--- src/rtl/irrigation_actuator_seq_if.sv ---
// Request/relay bundle between the irrigation controller side and the actuator sequencer.
interface irrigation_actuator_seq_if;
  logic       bs_req;
  logic       vs_req;
  logic       err_clr;
  logic       pump_asp;
  logic       valve_got;
  logic       err_timeout;
  logic       busy;
  logic [2:0] state_o;

  modport master (
    output bs_req, vs_req, err_clr,
    input  pump_asp, valve_got, err_timeout, busy, state_o
  );

  modport slave (
    input  bs_req, vs_req, err_clr,
    output pump_asp, valve_got, err_timeout, busy, state_o
  );
endinterface

--- src/rtl/irrigation_actuator_seq.sv ---
// Pump/valve relay sequencer: synchronise and debounce requests, keep actuators exclusive,
// enforce minimum on/off times and flag runs that exceed MAX_ON.
module irrigation_actuator_seq #(
  parameter int DEB_CYCLES = 4,
  parameter int MIN_ON     = 8,
  parameter int MIN_OFF    = 8,
  parameter int MAX_ON     = 1000,
  parameter int CNT_W      = 16
) (
  input  logic                            clk,
  input  logic                            rst_n,
  irrigation_actuator_seq_if.slave        bus
);
  localparam int DEB_W = (DEB_CYCLES < 2) ? 1 : $clog2(DEB_CYCLES);

  localparam logic [2:0] IDLE     = 3'd0;
  localparam logic [2:0] ASP_ON   = 3'd1;
  localparam logic [2:0] GOT_ON   = 3'd2;
  localparam logic [2:0] COOLDOWN = 3'd3;
  localparam logic [2:0] FAULT    = 3'd4;

  // Channel 0 = sprinkler (bs), channel 1 = drip (vs)
  logic [1:0]            sync1, sync2, filt;
  logic [1:0][DEB_W-1:0] deb_cnt;
  logic [1:0]            req_raw;

  assign req_raw = {bus.vs_req, bus.bs_req};

  always_ff @(posedge clk or negedge rst_n) begin
    if (!rst_n) begin
      sync1   <= '0;
      sync2   <= '0;
      filt    <= '0;
      deb_cnt <= '0;
    end else begin
      sync1 <= req_raw;
      sync2 <= sync1;
      for (int i = 0; i < 2; i++) begin
        if (sync2[i] == filt[i]) begin
          deb_cnt[i] <= '0;
        end else if (deb_cnt[i] == DEB_W'(DEB_CYCLES - 1)) begin
          filt[i]    <= sync2[i];
          deb_cnt[i] <= '0;
        end else begin
          deb_cnt[i] <= deb_cnt[i] + 1'b1;
        end
      end
    end
  end

  logic             bs_f, vs_f;
  logic [2:0]       state, state_nxt;
  logic [CNT_W-1:0] cnt;
  logic             run_max, run_min, off_done;

  assign bs_f     = filt[0];
  assign vs_f     = filt[1];
  assign run_max  = (cnt == CNT_W'(MAX_ON - 1));
  assign run_min  = (cnt >= CNT_W'(MIN_ON - 1));
  assign off_done = (cnt == CNT_W'(MIN_OFF - 1));

  always_comb begin
    state_nxt = state;
    unique case (state)
      IDLE:     if (bs_f) state_nxt = ASP_ON;
                else if (vs_f) state_nxt = GOT_ON;
      ASP_ON:   if (run_max) state_nxt = FAULT;
                else if (!bs_f && run_min) state_nxt = COOLDOWN;
      GOT_ON:   if (run_max) state_nxt = FAULT;
                else if (!vs_f && run_min) state_nxt = COOLDOWN;
      COOLDOWN: if (off_done) state_nxt = IDLE;
      FAULT:    if (bus.err_clr) state_nxt = COOLDOWN;
      default:  state_nxt = IDLE;
    endcase
  end

  // Counter restarts on every state entry and only runs in timed states
  always_ff @(posedge clk or negedge rst_n) begin
    if (!rst_n) begin
      state <= IDLE;
      cnt   <= '0;
    end else begin
      state <= state_nxt;
      if (state_nxt != state)
        cnt <= '0;
      else if (state == ASP_ON || state == GOT_ON || state == COOLDOWN)
        cnt <= cnt + 1'b1;
    end
  end

  // Moore decode so relays drop the instant reset asserts
  assign bus.pump_asp    = (state == ASP_ON);
  assign bus.valve_got   = (state == GOT_ON);
  assign bus.err_timeout = (state == FAULT);
  assign bus.busy        = (state != IDLE);
  assign bus.state_o     = state;
endmodule
--- src/flat_wrapper.sv ---
// flat-port wrapper written by rule: the top's interface ports become plain ports
module irrigation_actuator_seq_flat 
#(
  parameter int DEB_CYCLES = 4,
  parameter int MIN_ON     = 8,
  parameter int MIN_OFF    = 8,
  parameter int MAX_ON     = 1000,
  parameter int CNT_W      = 16
)
  (clk, rst_n, bus_bs_req, bus_vs_req, bus_err_clr, bus_pump_asp, bus_valve_got, bus_err_timeout, bus_busy, bus_state_o);
  irrigation_actuator_seq_if bus_i ();
  input  logic clk;
  input  logic rst_n;
  input wire logic [$bits(bus_i.bs_req)-1:0] bus_bs_req;
  input wire logic [$bits(bus_i.vs_req)-1:0] bus_vs_req;
  input wire logic [$bits(bus_i.err_clr)-1:0] bus_err_clr;
  output wire logic [$bits(bus_i.pump_asp)-1:0] bus_pump_asp;
  output wire logic [$bits(bus_i.valve_got)-1:0] bus_valve_got;
  output wire logic [$bits(bus_i.err_timeout)-1:0] bus_err_timeout;
  output wire logic [$bits(bus_i.busy)-1:0] bus_busy;
  output wire logic [$bits(bus_i.state_o)-1:0] bus_state_o;
  assign bus_i.bs_req = bus_bs_req;
  assign bus_i.vs_req = bus_vs_req;
  assign bus_i.err_clr = bus_err_clr;
  assign bus_pump_asp = bus_i.pump_asp;
  assign bus_valve_got = bus_i.valve_got;
  assign bus_err_timeout = bus_i.err_timeout;
  assign bus_busy = bus_i.busy;
  assign bus_state_o = bus_i.state_o;
  irrigation_actuator_seq #(.DEB_CYCLES(DEB_CYCLES), .MIN_ON(MIN_ON), .MIN_OFF(MIN_OFF), .MAX_ON(MAX_ON), .CNT_W(CNT_W)) u_core (.clk(clk), .rst_n(rst_n), .bus(bus_i));
endmodule
--- config.mk ---
export PLATFORM = sky130hd
export DESIGN_NAME = irrigation_actuator_seq_flat
export DESIGN_NICKNAME = d
export VERILOG_FILES = /design/src/rtl/irrigation_actuator_seq_if.sv /design/src/rtl/irrigation_actuator_seq.sv /design/src/flat_wrapper.sv
export SDC_FILE = /design/constraint.sdc
export NUM_CORES = 1
export LEC_CHECK = 0
export BUFFER_PORTS_ARGS = -buffer_cell sky130_fd_sc_hd__buf_2
export CORE_MARGIN = 2
export CORE_UTILIZATION = 58
export CTS_CLUSTER_DIAMETER = 50
export CTS_CLUSTER_SIZE = 14
export DETAILED_ROUTE_END_ITERATION = 10
export GPL_ROUTABILITY_DRIVEN = 0
export PLACE_DENSITY = 0.77
export SLEW_MARGIN = 20
export SYNTH_ARGS = -nofsm -noshare
export SYNTH_HDL_FRONTEND = slang
export SYNTH_SLANG_ARGS = --single-unit
--- constraint.sdc ---
create_clock -name clk -period 2.6 [get_ports clk]
set_input_delay 0.52 -clock clk [delete_from_list [all_inputs] [get_ports clk]]
set_output_delay 0.52 -clock clk [all_outputs]
set_load 0.02 [all_outputs]
## Word level (Yosys, flattened, before mapping)

Cells that the tools add are included.

- Memory bits (writable): 0
- Latch bits: 0
- Bits in read-only memories: 0
- Memories: 0
- Bits of input ports: 5
- Word-level logic and storage cells: 51
- Output and inout port bits: 7
- Flip-flop bits (word level): 29

- $mul: 0
- Order comparisons: 1
- $add $sub $neg: 3
- Reduce and logical (&&, ||, !) cells: 11
- Shift operators: 0
- Bitwise operators: 2
- Div/mod/pow operators: 0
- Equality and inequality tests: 11
- Multiplexer cells: 15

Operator list:

| cell | number |
|---|---|
| 16-bit two-way mux | 2 |
| 3-bit two-way mux | 8 |
| 16-bit by 1-bit adder with 16-bit output (second input constant) | 1 |
| 16-bit by 10-bit equality test with 1-bit output (second input constant) | 1 |
| 16-bit by 3-bit equality test with 1-bit output (second input constant) | 1 |
| 16-bit by 3-bit greater-or-equal comparator with 1-bit output (second input constant) | 1 |
| 3-bit one-hot mux with 5 select lines | 1 |
| 2-bit two-way mux | 4 |
| 3-bit by 2-bit equality test with 1-bit output (second input constant) | 2 |
| 2-bit by 1-bit adder with 2-bit output (second input constant) | 2 |
| 2-bit equality test (second input constant) | 2 |
| 2-bit AND reduction | 2 |
| 3-bit by 1-bit equality test with 1-bit output (second input constant) | 1 |
| 3-bit equality test (second input constant) | 1 |
| 3-bit logical NOT | 1 |
| 3-bit inequality test | 1 |
| 3-bit nonzero test | 1 |
| 1-bit equality test | 2 |
| 1-bit logical AND | 2 |
| 1-bit logical NOT | 2 |
| 1-bit logical OR | 2 |
| 1-bit inverter | 2 |
| 2-bit nonzero test | 1 |

## Depth between registers and ports, before layout

Gate-level depths: netlist of run 1.

- Word-level depth: 7
- Mapped depth: 9
- Mapped depth without buffers: 7

## Worst setup path after synthesis of run 1

OpenSTA, ideal clock, no wires.

- Path kind: reg2reg
- From: reg u_core.state[0] (netlist: u_core.bus.state_o[0])
- To: reg u_core.cnt[2]
- Buffers on the path: 2
- Data arrival time: 2021 ps
- Cell stages (with the launch flop): 9
- Clock period less this slack: 2143 ps
- Required time: 2479 ps
- Path slack: 457 ps
- Setup time: 121 ps
- Cells stage by stage: dfrtp_1 -> clkbuf_2 -> nand2b_1 -> nor2_1 -> o211ai_1 -> nand4_1 -> mux2i_4 -> buf_6 -> nor3_2

- Elaborated cells between the ends (all ways): 19
- Classes of those cells: 5 x eq/ne; 10 x mux; 4 x reduce/logical

RTL lines:

| item | line | text |
|---|---|---|
| start: declaration | irrigation_actuator_seq.sv:52 | `logic [2:0] state, state_nxt;` |
| start signal: assignment | irrigation_actuator_seq.sv:83 | `state <= state_nxt;` |
| 3-bit by 2-bit equality test with 1-bit output (*) | - |  |
| via bus_valve_got | flat_wrapper.sv:18 | `output wire logic [$bits(bus_i.valve_got)-1:0] bus_valve_got;` |
| 3-bit one-hot mux with 5 select lines (*) | irrigation_actuator_seq.sv:64 | `unique case (state)` |
| via u_core.state_nxt[1] | irrigation_actuator_seq.sv:52 |  |
| 3-bit inequality test (*) | irrigation_actuator_seq.sv:84 | `if (state_nxt != state)` |
| 16-bit two-way mux or 2-bit nonzero test (tied branches) | - |  |
| end signal: assignment | irrigation_actuator_seq.sv:87 | `cnt <= cnt + 1'b1;` |
| end: declaration | irrigation_actuator_seq.sv:53 | `logic [CNT_W-1:0] cnt;` |

The timed path passes the listed nets; every way through them passes the cells marked *.
A chain may end at the register's enable or synchronous reset.

## Worst setup path in the final report of run 1

- From: reg u_core.cnt[0]
- To: reg u_core.cnt[7]

- Longest elaborated chain between the ends: 7
- Elaborated cells between the ends (all ways): 16
- Classes of those cells: 1 x add/sub; 1 x order compare; 3 x eq/ne; 8 x mux; 3 x reduce/logical

Ends and longest elaborated chain:

| item | line | text |
|---|---|---|
| 16-bit by 3-bit greater-or-equal comparator with 1-bit output | irrigation_actuator_seq.sv:59 | `assign run_min = (cnt >= CNT_W'(MIN_ON - 1));` |
| 1-bit logical AND (on tied branches) | irrigation_actuator_seq.sv:70, irrigation_actuator_seq.sv:68 |  |
| 3-bit two-way mux (on tied branches) | irrigation_actuator_seq.sv:70, irrigation_actuator_seq.sv:68 |  |
| 3-bit two-way mux (on tied branches) | irrigation_actuator_seq.sv:69, irrigation_actuator_seq.sv:67 |  |
| 3-bit one-hot mux with 5 select lines (*) | irrigation_actuator_seq.sv:64 |  |
| via u_core.state_nxt[1] | irrigation_actuator_seq.sv:52 |  |
| 3-bit inequality test (*) | irrigation_actuator_seq.sv:84 |  |
| 16-bit two-way mux or 2-bit nonzero test (tied branches) | - |  |

The timed path passes the listed nets; every way through them passes the cells marked *. The select of a mux whose other input is x is not followed.

==> results.yml, run 1 <==
clock_tree:
  cts.sinks: 29
  clk_pin_slew_ps: 90
  clkLatencyLatePin_ps: 330
  cts_buffers: 5
  clockBufferDepth: 2
  cts_tree: "built"
  cts_root_buf: "clkbuf_4"
  htreeDepth: 2
worst_hold_path:
  hp-class: "in2async"
placement:
  dp_hpwl_mm: 1.863
  pre_cts_slack_ps: 177.0
  io_buffers: 11
power:
  p_clk_frac: 0.197
  combPwrFrac: 0.420
  switching_power_uw: 627.7
  p_seq_frac: 0.383
  leakage_nw: 0.7539
  cellInternalPower_uw: 941.9
  swShare: 0.3999
  powerDensity_nw_per_um2: 913.7
  vdd_drop_max_uv: 882.4
critical_path:
  r2r_slack_ps: 340
  r2r-start: "u_core.cnt[0]$_DFFE_PN0P_"
  regToRegEndpoint: "u_core.cnt[7]$_DFFE_PN0P_"
  crit_fanout: 16
  cp-start-kind: "flip-flop"
  crit_type: "reg2reg"
  crit_arrival_ps: 2500
  reg2reg_depth: 8
  cp-end-kind: "flip-flop"
  crit_required_ps: 2840
synth:
  synth_area_um2: 1582
  synth_nets: 154
  ys.flop_type: "dfrtp_1"
  synthArstFlopShare: 1.000
  synth_cell_types: 38
  postSynthAreaPerCell_um2: 10.83
  ys_seq_elements: 29
  seq_area_frac_synth: 0.4589
  yosysWarnings: 0
  synth_edf_count: 0
  postSynthCellCount: 146
floorplanning:
  die_h_um: 56.22
  die_w_um: 56.22
  initial_core_util: 0.6270
  rows: 18
  core-area_um2: 2522
  io_pins: 12
  dieArea_um2: 3161
flow_run:
  max_cap_viol_count: 0
drt:
  drc: 0
  vias: 1103
  routed_via_density: 5.805
  drt_pass1_iterations: 5
  drtIter0Drc: 29
  drtAntennaViolNets: 0
  wl_mm: 2.582
  wl_per_cell_um: 13.59
finish:
  antennaDiodeCount: 0
  area_delta_synth_final_pct: 8.624
  num-fill-cells: 209
  final_nets: 167
  final_layout_size_suffix_gt1_frac: 0.2563
timing:
  slew_headroom: 0.5833
  slew_violations: 0
  fin_tns_setup_ps: 0
  rsz0062_at_grt: "no"
  fmax_mhz: 442.3
  finalWorstSetupSlack_ps: 339.2
  period_needed_ps: 2261
  skew_ps: 10.89
  worst_pin_slew_ps: 625.1
  post-route-period-util: 0.8695
  setup_viol: 0
  final_hold_viol_count: 0
run_status:
  status: "finished clean"
grt:
  grt_overflow_total: 0
  grt_usage: 0.2035
  grt_pass1_wl_mm: 5.023
  grt_pass1_vias: 1132
  antenna_found_initial: 0
  grt_max_degree: 30
-- how the worst max path moves through the flow --
stage,start,endpoint,slack (ps),depth (start not counted)
6_report,u_core.cnt[0]$_DFFE_PN0P_,u_core.cnt[7]$_DFFE_PN0P_,340,8
5_1_grt,u_core.cnt[0]$_DFFE_PN0P_,u_core.cnt[3]$_DFFE_PN0P_,130,7
4_1_cts,u_core.cnt[0]$_DFFE_PN0P_,u_core.cnt[7]$_DFFE_PN0P_,160,7
3_5_place_dp,u_core.cnt[0]$_DFFE_PN0P_,u_core.cnt[7]$_DFFE_PN0P_,180,7
3_3_place_gp,u_core.cnt[0]$_DFFE_PN0P_,u_core.cnt[5]$_DFFE_PN0P_,280,7
2_1_floorplan,u_core.bus.state_o[0]$_DFF_PN0_,u_core.cnt[2]$_DFFE_PN0P_,460,8
-- area by class of cell --
type,count,area [µm²],area share
Multi-Input combinational cell,107,794.5,0.4625
Sequential cell,29,725.7,0.4224
Timing Repair Buffer,12,75.07,0.04370
Clock buffer,7,65.06,0.03787
Tap cell,30,37.54,0.02185
Inverter,4,15.01,0.008740
Clock inverter,1,5.005,0.002913
-- routing by layer --
layer  vias up  wire, µm  GRT usage
li1        544         -          -
met1       535      1224     0.2631
met2        21      1231     0.3126
met3         3        90    0.05116
met4         0        36     0.1088
met5         -         0          0
-- repair_timing --
action | 4_1_cts | 5_1_grt
endpoints found under the setup margin | 0 | 3
gates resized for setup | 0 | 0
setup buffers | 0 | 1
hold buffers | 0 | 0
-- critical path, stage by stage (launching register included) --
cell and delay (ps):
dfrtp_1 410, ha_1 260, a211oi_1 330, a41oi_1 160, o211ai_1 190, nand4_1 210
mux2i_4 260, buf_12 180, nor3_1 180
-- sequential cells by signal, summed over array words and instances, names as in the netlist --
signal              cells
u_core.bus.state_o      3
u_core.cnt             16
u_core.deb_cnt          4
u_core.filt             2
u_core.sync1            2
u_core.sync2            2
-- metrics by stage --
stage               hold WS, ps  total power [mW]  area (µm²)    util  cells
floorplan                 224.4             1.151        1582       -    146
global placement          332.6             1.197        1628  0.6453    181
detailed placement        342.6             1.217        1628  0.6453    181
CTS                       205.1             1.539        1698  0.6731    189
global route              235.0             1.691        1718  0.6811    190
finish                    193.5             1.570        1718  0.6811    190
-- cells by family (layout without fill, tap and decap cells) --
logic type	after synthesis	after routing	synth area share
xor gates and xnor gates	17	17	0.09415
DFF	29	29	0.4589
and+or+nand+nor	70	70	0.2817
AOI/OAI and AO/OA	12	12	0.05855
muxes	5	5	0.04430
buffers and inverters	10	24	0.03875
adders and majority gates	3	3	0.02374
-- synthesized netlist by cell type, types with 4 or more instances --
master   count  area share
dfrtp_1     29        0.46
inv_1        4      0.0095
xnor2_1      8       0.044
nor3_2      10       0.063
nand2_1     15       0.036
nor2_1       8       0.019
nor3_1      12       0.038
nand4_1      7       0.028
xor2_1       9       0.050
-- power groups by stage --
| stage | Sequential [mW] | Clock [mW] | Combinational [mW] |
|---|---|---|---|
| after floorplan | 0.583 | 0 | 0.567 |
| final | 0.601 | 0.310 | 0.659 |
| after CTS | 0.600 | 0.327 | 0.612 |
| after global routing | 0.616 | 0.342 | 0.733 |
| after detailed placement | 0.611 | 0 | 0.606 |
| after global placement | 0.606 | 0 | 0.591 |
-- placed cells by master, fill, tap and decap left out, types with 2 or more instances in the layout --
cell type,count
nor3_1,12
nor2b_1,3
buf_2,11
inv_1,4
and3_1,2
nand2b_1,3
nand4_1,7
clkbuf_4,5
nor4_4,2
xor2_1,9
xnor2_1,8
dfrtp_1,29
mux2_2,2
nor2_1,8
ha_1,3
clkbuf_8,2
nor3_2,10
nand3_1,2
a21oi_1,2
nand2_1,15
o21ai_0,3
No activity file was read; power rests on OpenSTA's default activity.
==> run 2, diff against run 1 <==
--- a/config.mk
+++ b/config.mk
@@ -5,14 +5,15 @@
 export SDC_FILE = /design/constraint.sdc
 export NUM_CORES = 1
 export LEC_CHECK = 0
+export ABC_AREA = 1
 export BUFFER_PORTS_ARGS = -buffer_cell sky130_fd_sc_hd__buf_2
 export CORE_MARGIN = 2
-export CORE_UTILIZATION = 58
+export CORE_UTILIZATION = 30
 export CTS_CLUSTER_DIAMETER = 50
 export CTS_CLUSTER_SIZE = 14
 export DETAILED_ROUTE_END_ITERATION = 10
 export GPL_ROUTABILITY_DRIVEN = 0
-export PLACE_DENSITY = 0.77
+export GPL_TIMING_DRIVEN = 0
 export SLEW_MARGIN = 20
 export SYNTH_ARGS = -nofsm -noshare
 export SYNTH_HDL_FRONTEND = slang
==> results.yml, run 2 <==
synth:
  yosys.area.top_type: "dfrtp_1"
  synth_area_leaders: "dfrtp_1 46%, nand2_1 7.7%, nor2_1 6.0%"
  synth_nets: 185
  seq_area_frac_synth: 0.4629
  synth_area_um2: 1568
  postSynthAreaPerCell_um2: 8.857
  synthArstFlopShare: 1.000
  synth_edf_count: 0
  synth_commonest_cells: "32 x nand2_1, 29 x dfrtp_1, 25 x nor2_1"
  ys_seq_elements: 29
  yosysWarnings: 0
  synth_cell_types: 24
  ys.flop_type: "dfrtp_1"
  postSynthCellCount: 177
  yosysTopAreaCellShare: 0.4629
  synth.most_common_cell: "nand2_1"
floorplanning:
  io_pins: 12
  dieArea_um2: 5820
  initial_core_util: 0.3089
  core-area_um2: 5075
  rows: 26
  die_h_um: 76.29
  die_w_um: 76.29
finish:
  largest_reg_flops: 16
  final_layout_size_suffix_gt1_frac: 0.2347
  mostFrequentLayoutCell: "nand2_1"
  multi_input_area_um2: 754.5
  regArea_um2: 725.7
  num-fill-cells: 536
  antennaDiodeCount: 0
  regMostFlops: "u_core.cnt"
  area_delta_synth_final_pct: 16.44
  final_area_um2: 1826
  final_nets: 203
  final_cell_mix: "32 x nand2_1, 29 x dfrtp_1, 25 x nor2_1"
  final_cells: 266
clock_tree:
  clkLatencyLatePin_ps: 290
  clk_pin_slew_ps: 70
  clockBufferDepth: 2
  cts_root_buf: "clkbuf_8"
  cts_buffers: 5
  ctsHoldBuffers: 0
  cts_tree: "built"
  cts_resized: 0
  cts.sinks: 29
  htreeDepth: 2
  cts_setup_buffers: 0
timing:
  worst_pin_slew_ps: 641.1
  finalWorstSetupSlack_ps: 686.9
  skew_ps: 5.025
  slew_violations: 0
  fmax_mhz: 522.7
  rsz0062_at_grt: "no"
  final_hold_viol_count: 0
  post-route-period-util: 0.7358
  fin_tns_setup_ps: 0
  period_needed_ps: 1913
  slew_headroom: 0.5726
  setup_viol: 0
grt:
  grt_max_degree: 30
  grt_overflow_total: 0
  antenna_found_initial: 0
  grt_usage: 0.1089
  grt_pass1_wl_mm: 5.119
  grt_pass1_vias: 1120
placement:
  pre_cts_slack_ps: 689.1
  dp_hpwl_mm: 2.061
  dpl-instance-area_um2: 1710
  io_buffers: 11
  dp_cells: 258
critical_path:
  critPathSlowestCell: "dfrtp_1"
  critPathLaunch: "u_core.cnt[0]$_DFFE_PN0P_"
  crit_fanout: 10
  crit_arrival_ps: 2090
  crit_chain: "ha_1 -> nand2_1 -> nand2_1 -> nor2_1 -> nand2_1 -> nand2_1 -> nand2_1 -> nand2_1 -> nand2_2 -> nand2_1 -> nand2_2 -> nand2_4 -> buf_12 -> nor2_2"
  crit_type: "reg2reg"
  critical_path.max_stage_delay_ps: 410
  cpMostUsedCell: "nand2_1"
  r2r-start: "u_core.cnt[0]$_DFFE_PN0P_"
  cp-start-kind: "flip-flop"
  crit_required_ps: 2770
  cp-end-kind: "flip-flop"
  reg2reg_depth: 14
drt:
  drtIter0Drc: 47
  wl_per_cell_um: 10.57
  wl_mm: 2.811
  drtAntennaViolNets: 0
  drc: 0
  vias: 1149
  drt_pass1_iterations: 4
  routed_via_density: 4.320
run_status:
  status: "finished clean"
worst_hold_path:
  hp-class: "in2async"
power:
  powerDensity_nw_per_um2: 977.0
  leakage_nw: 0.8431
  vdd_drop_max_uv: 486.6
  total_power_mw: 1.784
flow_run:
  max_cap_viol_count: 0
## run 2: changes by cell type in the layout (fill, tap and decap cells not counted), moves of 6 or more
cell | previous run | this run
nor3_1 | 12 | 6
inv_1 | 4 | 17
nor2_2 | 0 | 10
nand3_1 | 2 | 10
nand2_1 | 15 | 32
nor3_2 | 10 | 0
nor2_1 | 8 | 25
nor2_4 | 0 | 7
## run 2: per-stage QoR
stage	hold WS (ps)	util
5_1_grt	293.8	0.3597
3_3_place_gp	333.0	0.3370
3_5_place_dp	334.7	0.3370
2_1_floorplan	224.4	-
4_1_cts	277.0	0.3597
6_report	248.0	0.3597
## run 2: layer usage
| metal | global-route usage | wire length (µm) | vias up |
|---|---|---|---|
| met5 | 0 | 0 | - |
| met4 | 0.05455 | 58 | 0 |
| met3 | 0.02962 | 90 | 6 |
| met2 | 0.1611 | 1272 | 15 |
| met1 | 0.1463 | 1390 | 537 |
| li1 | - | - | 591 |
## run 2: cell families after synthesis
group / count (synthesis) / synth area share
AND/OR/NAND/NOR: 101 / 0.3272
flip-flops: 29 / 0.4629
buffers and inverters: 19 / 0.05586
XOR/XNOR: 16 / 0.08939
AO/OA/AOI/OAI: 8 / 0.03432
adder cells (fa/ha/maj): 3 / 0.02395
multiplexers: 1 / 0.006385
## run 2: cell type report
cell class / count / area share
Buffer: 1 / 0.01097
Clock buffer: 5 / 0.03770
Clock inverter: 3 / 0.02536
Inverter: 18 / 0.03701
Multi-Input combinational cell: 129 / 0.4133
Sequential cell: 29 / 0.3975
Tap cell: 70 / 0.04798
Timing Repair Buffer: 11 / 0.03016
## run 2: report_power, final
part,switching [mW],internal [mW],leakage (nW)
clock network,0.196,0.287,0.0543
registers,0.0636,0.519,0.384
logic,0.469,0.250,0.405
total,0.728,1.06,0.843
## run 2: critical path: cells and delay by family (launching register included)
family	cells	cell delay (ps)
AND/OR/NAND/NOR	12	960
flip-flops	1	410
adder cells (fa/ha/maj)	1	240
buffers and inverters	1	170
## run 2: path summary, 6_finish.rpt
check | slack, ps | to
worst min register to register | 350 | u_core.sync2[1]$_DFF_PN0_
worst max register to register | 690 | u_core.cnt[13]$_DFFE_PN0P_
min in group clk | 330 | u_core.sync1[1]$_DFF_PN0_
max in group asynchronous | 1920 | u_core.cnt[9]$_DFFE_PN0P_
worst max-delay path | 690 | u_core.cnt[13]$_DFFE_PN0P_
worst min-delay path | 250 | u_core.bus.state_o[0]$_DFF_PN0_
==> run 3, diff against run 2 <==
==> constraint.sdc (replaced) <==
create_clock -name clk -period 1.62 [get_ports clk]
set_input_delay 0.324 -clock clk [delete_from_list [all_inputs] [get_ports clk]]
set_output_delay 0.324 -clock clk [all_outputs]
set_load 0.02 [all_outputs]
==> results.yml, run 3 (synthesized netlist as in run 2, its figures left out) <==
run_status:
  status: "finished with violations"
  violations: "negative setup slack"
worst_hold_path:
  hp-class: "in2async"
power:
  vdd_drop_max_uv: 555.3
  cellInternalPower_mw: 2.054
  p_seq_frac: 0.283
  powerDensity_nw_per_um2: 1620
  p_clk_frac: 0.228
  switching_power_mw: 1.333
  leakage_nw: 0.9658
  swShare: 0.3936
  combPwrFrac: 0.489
floorplanning:
  dieArea_um2: 5820
  io_pins: 12
  core-area_um2: 5075
  die_w_um: 76.29
  initial_core_util: 0.3089
  rows: 26
  die_h_um: 76.29
timing:
  finalWorstSetupSlack_ps: -143.0
  rsz0062_at_grt: "yes"
  setup_viol: 16
  fin_tns_setup_ps: -1385
  holdWs_ps: 53.03
  post-route-period-util: 1.088
  fmax_mhz: 567.2
  slew_headroom: 0.5726
  skew_ps: 9.094
  final_hold_viol_count: 0
  period_needed_ps: 1763
  slew_violations: 0
  worst_pin_slew_ps: 641.1
clock_tree:
  clockBufferDepth: 2
  cts_root_buf: "clkbuf_8"
  clk_pin_slew_ps: 60
  cts_buffers: 5
  cts.sinks: 29
  htreeDepth: 2
  clkLatencyLatePin_ps: 290
  cts_tree: "built"
finish:
  area_delta_synth_final_pct: 33.36
  mostFrequentLayoutCell: "nand2_1"
  multi_input_area_um2: 859.6
  regArea_um2: 729.5
  largest_reg_flops: 16
  post-route-util: 0.4120
  final_area_um2: 2091
  num-fill-cells: 524
  final_cell_mix: "27 x nand2_1, 26 x dfrtp_1, 18 x nor2_1"
  final_nets: 220
  regMostFlops: "u_core.cnt"
  final_layout_size_suffix_gt1_frac: 0.4131
  antennaDiodeCount: 0
drt:
  drc: 0
  wl_mm: 3.231
  drtAntennaViolNets: 0
  vias: 1239
  drtIter0Drc: 87
  wl_per_cell_um: 11.42
  drt_pass1_iterations: 4
  routed_via_density: 4.378
critical_path:
  r2r-start: "u_core.cnt[1]$_DFFE_PN0P_"
  crit_fanout: 5
  crit_required_ps: 1800
  cp-start-kind: "flip-flop"
  crit_arrival_ps: 1940
  critPathLaunch: "u_core.cnt[1]$_DFFE_PN0P_"
  crit_type: "reg2reg"
  cp-end-kind: "flip-flop"
placement:
  io_buffers: 11
  dpl-instance-area_um2: 1732
  pre_cts_slack_ps: -192.2
  dp_hpwl_mm: 2.116
grt:
  grt_overflow_total: 0
  grt_usage: 0.1245
  grt_max_degree: 30
  grt_pass1_vias: 1231
  grt_pass1_wl_mm: 5.630
  antenna_found_initial: 0
flow_run:
  max_cap_viol_count: 0
-- run 3: cell types whose count changed in the layout (fill, tap and decap cells not counted), sizes merged --
cell / change
clkbuf: +2
clkinvlp: -1
buf: +17
clkinv: -1
-- run 3: routing by layer --
metal / vias to the layer above / wire (µm) / track usage
li1: 630 / - / -
met1: 586 / 1469 / 0.1525
met2: 17 / 1568 / 0.1929
met3: 6 / 101 / 0.03436
met4: 0 / 91 / 0.08000
met5: - / 0 / 0
-- run 3: repair_timing --
action / 4_1_cts / 5_1_grt
gates resized for setup: 19 / 12
gates cloned: 1 / 0
hold buffers: 0 / 0
endpoints found under the hold margin: 0 / 0
pin swaps: 6 / 5
setup buffers: 14 / 3
endpoints found under the setup margin: 16 / 18
-- run 3: final timing paths --
check | end | slack, ps | cells after the start
min | u_core.deb_cnt[2]$_DFF_PN0_ | 50 | 1
max in group asynchronous | u_core.bus.state_o[2]$_DFF_PN0_ | 1100 | 1
max | u_core.cnt[15]$_DFFE_PN0P_ | -140 | 14
min in group clk | u_core.sync1[1]$_DFF_PN0_ | 140 | 1
min reg2reg | u_core.sync2[0]$_DFF_PN0_ | 350 | 0
max reg2reg | u_core.cnt[15]$_DFFE_PN0P_ | -140 | 14
-- run 3: layout make-up --
type,count,share of cell area
flip-flops and latches,29,0.3489
multi-input cells,129,0.4111
well taps,70,0.04189
clock inverters,1,0.01436
clock buffers,7,0.04129
inverters,18,0.03471
repair buffers,28,0.09814
plain buffers,1,0.009575
-- run 3: power by group through the flow --
stage          clock (mW)  combinational (mW)  sequential [mW]
2_1_floorplan           0               0.929            0.967
3_3_place_gp            0                1.19            0.955
3_5_place_dp            0                1.20            0.963
4_1_cts             0.791                1.71            0.955
5_1_grt             0.820                1.83            0.974
6_report            0.771                1.66            0.957
-- run 3: critical path, stage by stage (launching register included) --
cell	delay (ps)
dfrtp_1	400
ha_4	170
nand2_4	60
nor2_4	120
nand2_1	60
nand2_1	70
nand2_2	80
nor2_2	140
nand2_2	70
nand2_2	60
nand2_2	60
nand2_4	80
buf_6	110
buf_12	120
nor2_4	40
-- run 3: metrics by stage --
| step | power, mW | instances |
|---|---|---|
| final | 3.387 | 283 |
| after global routing | 3.624 | 283 |
| after CTS | 3.451 | 281 |
| after detailed placement | 2.160 | 258 |
| after global placement | 2.149 | 258 |
| after floorplan | 1.896 | 177 |
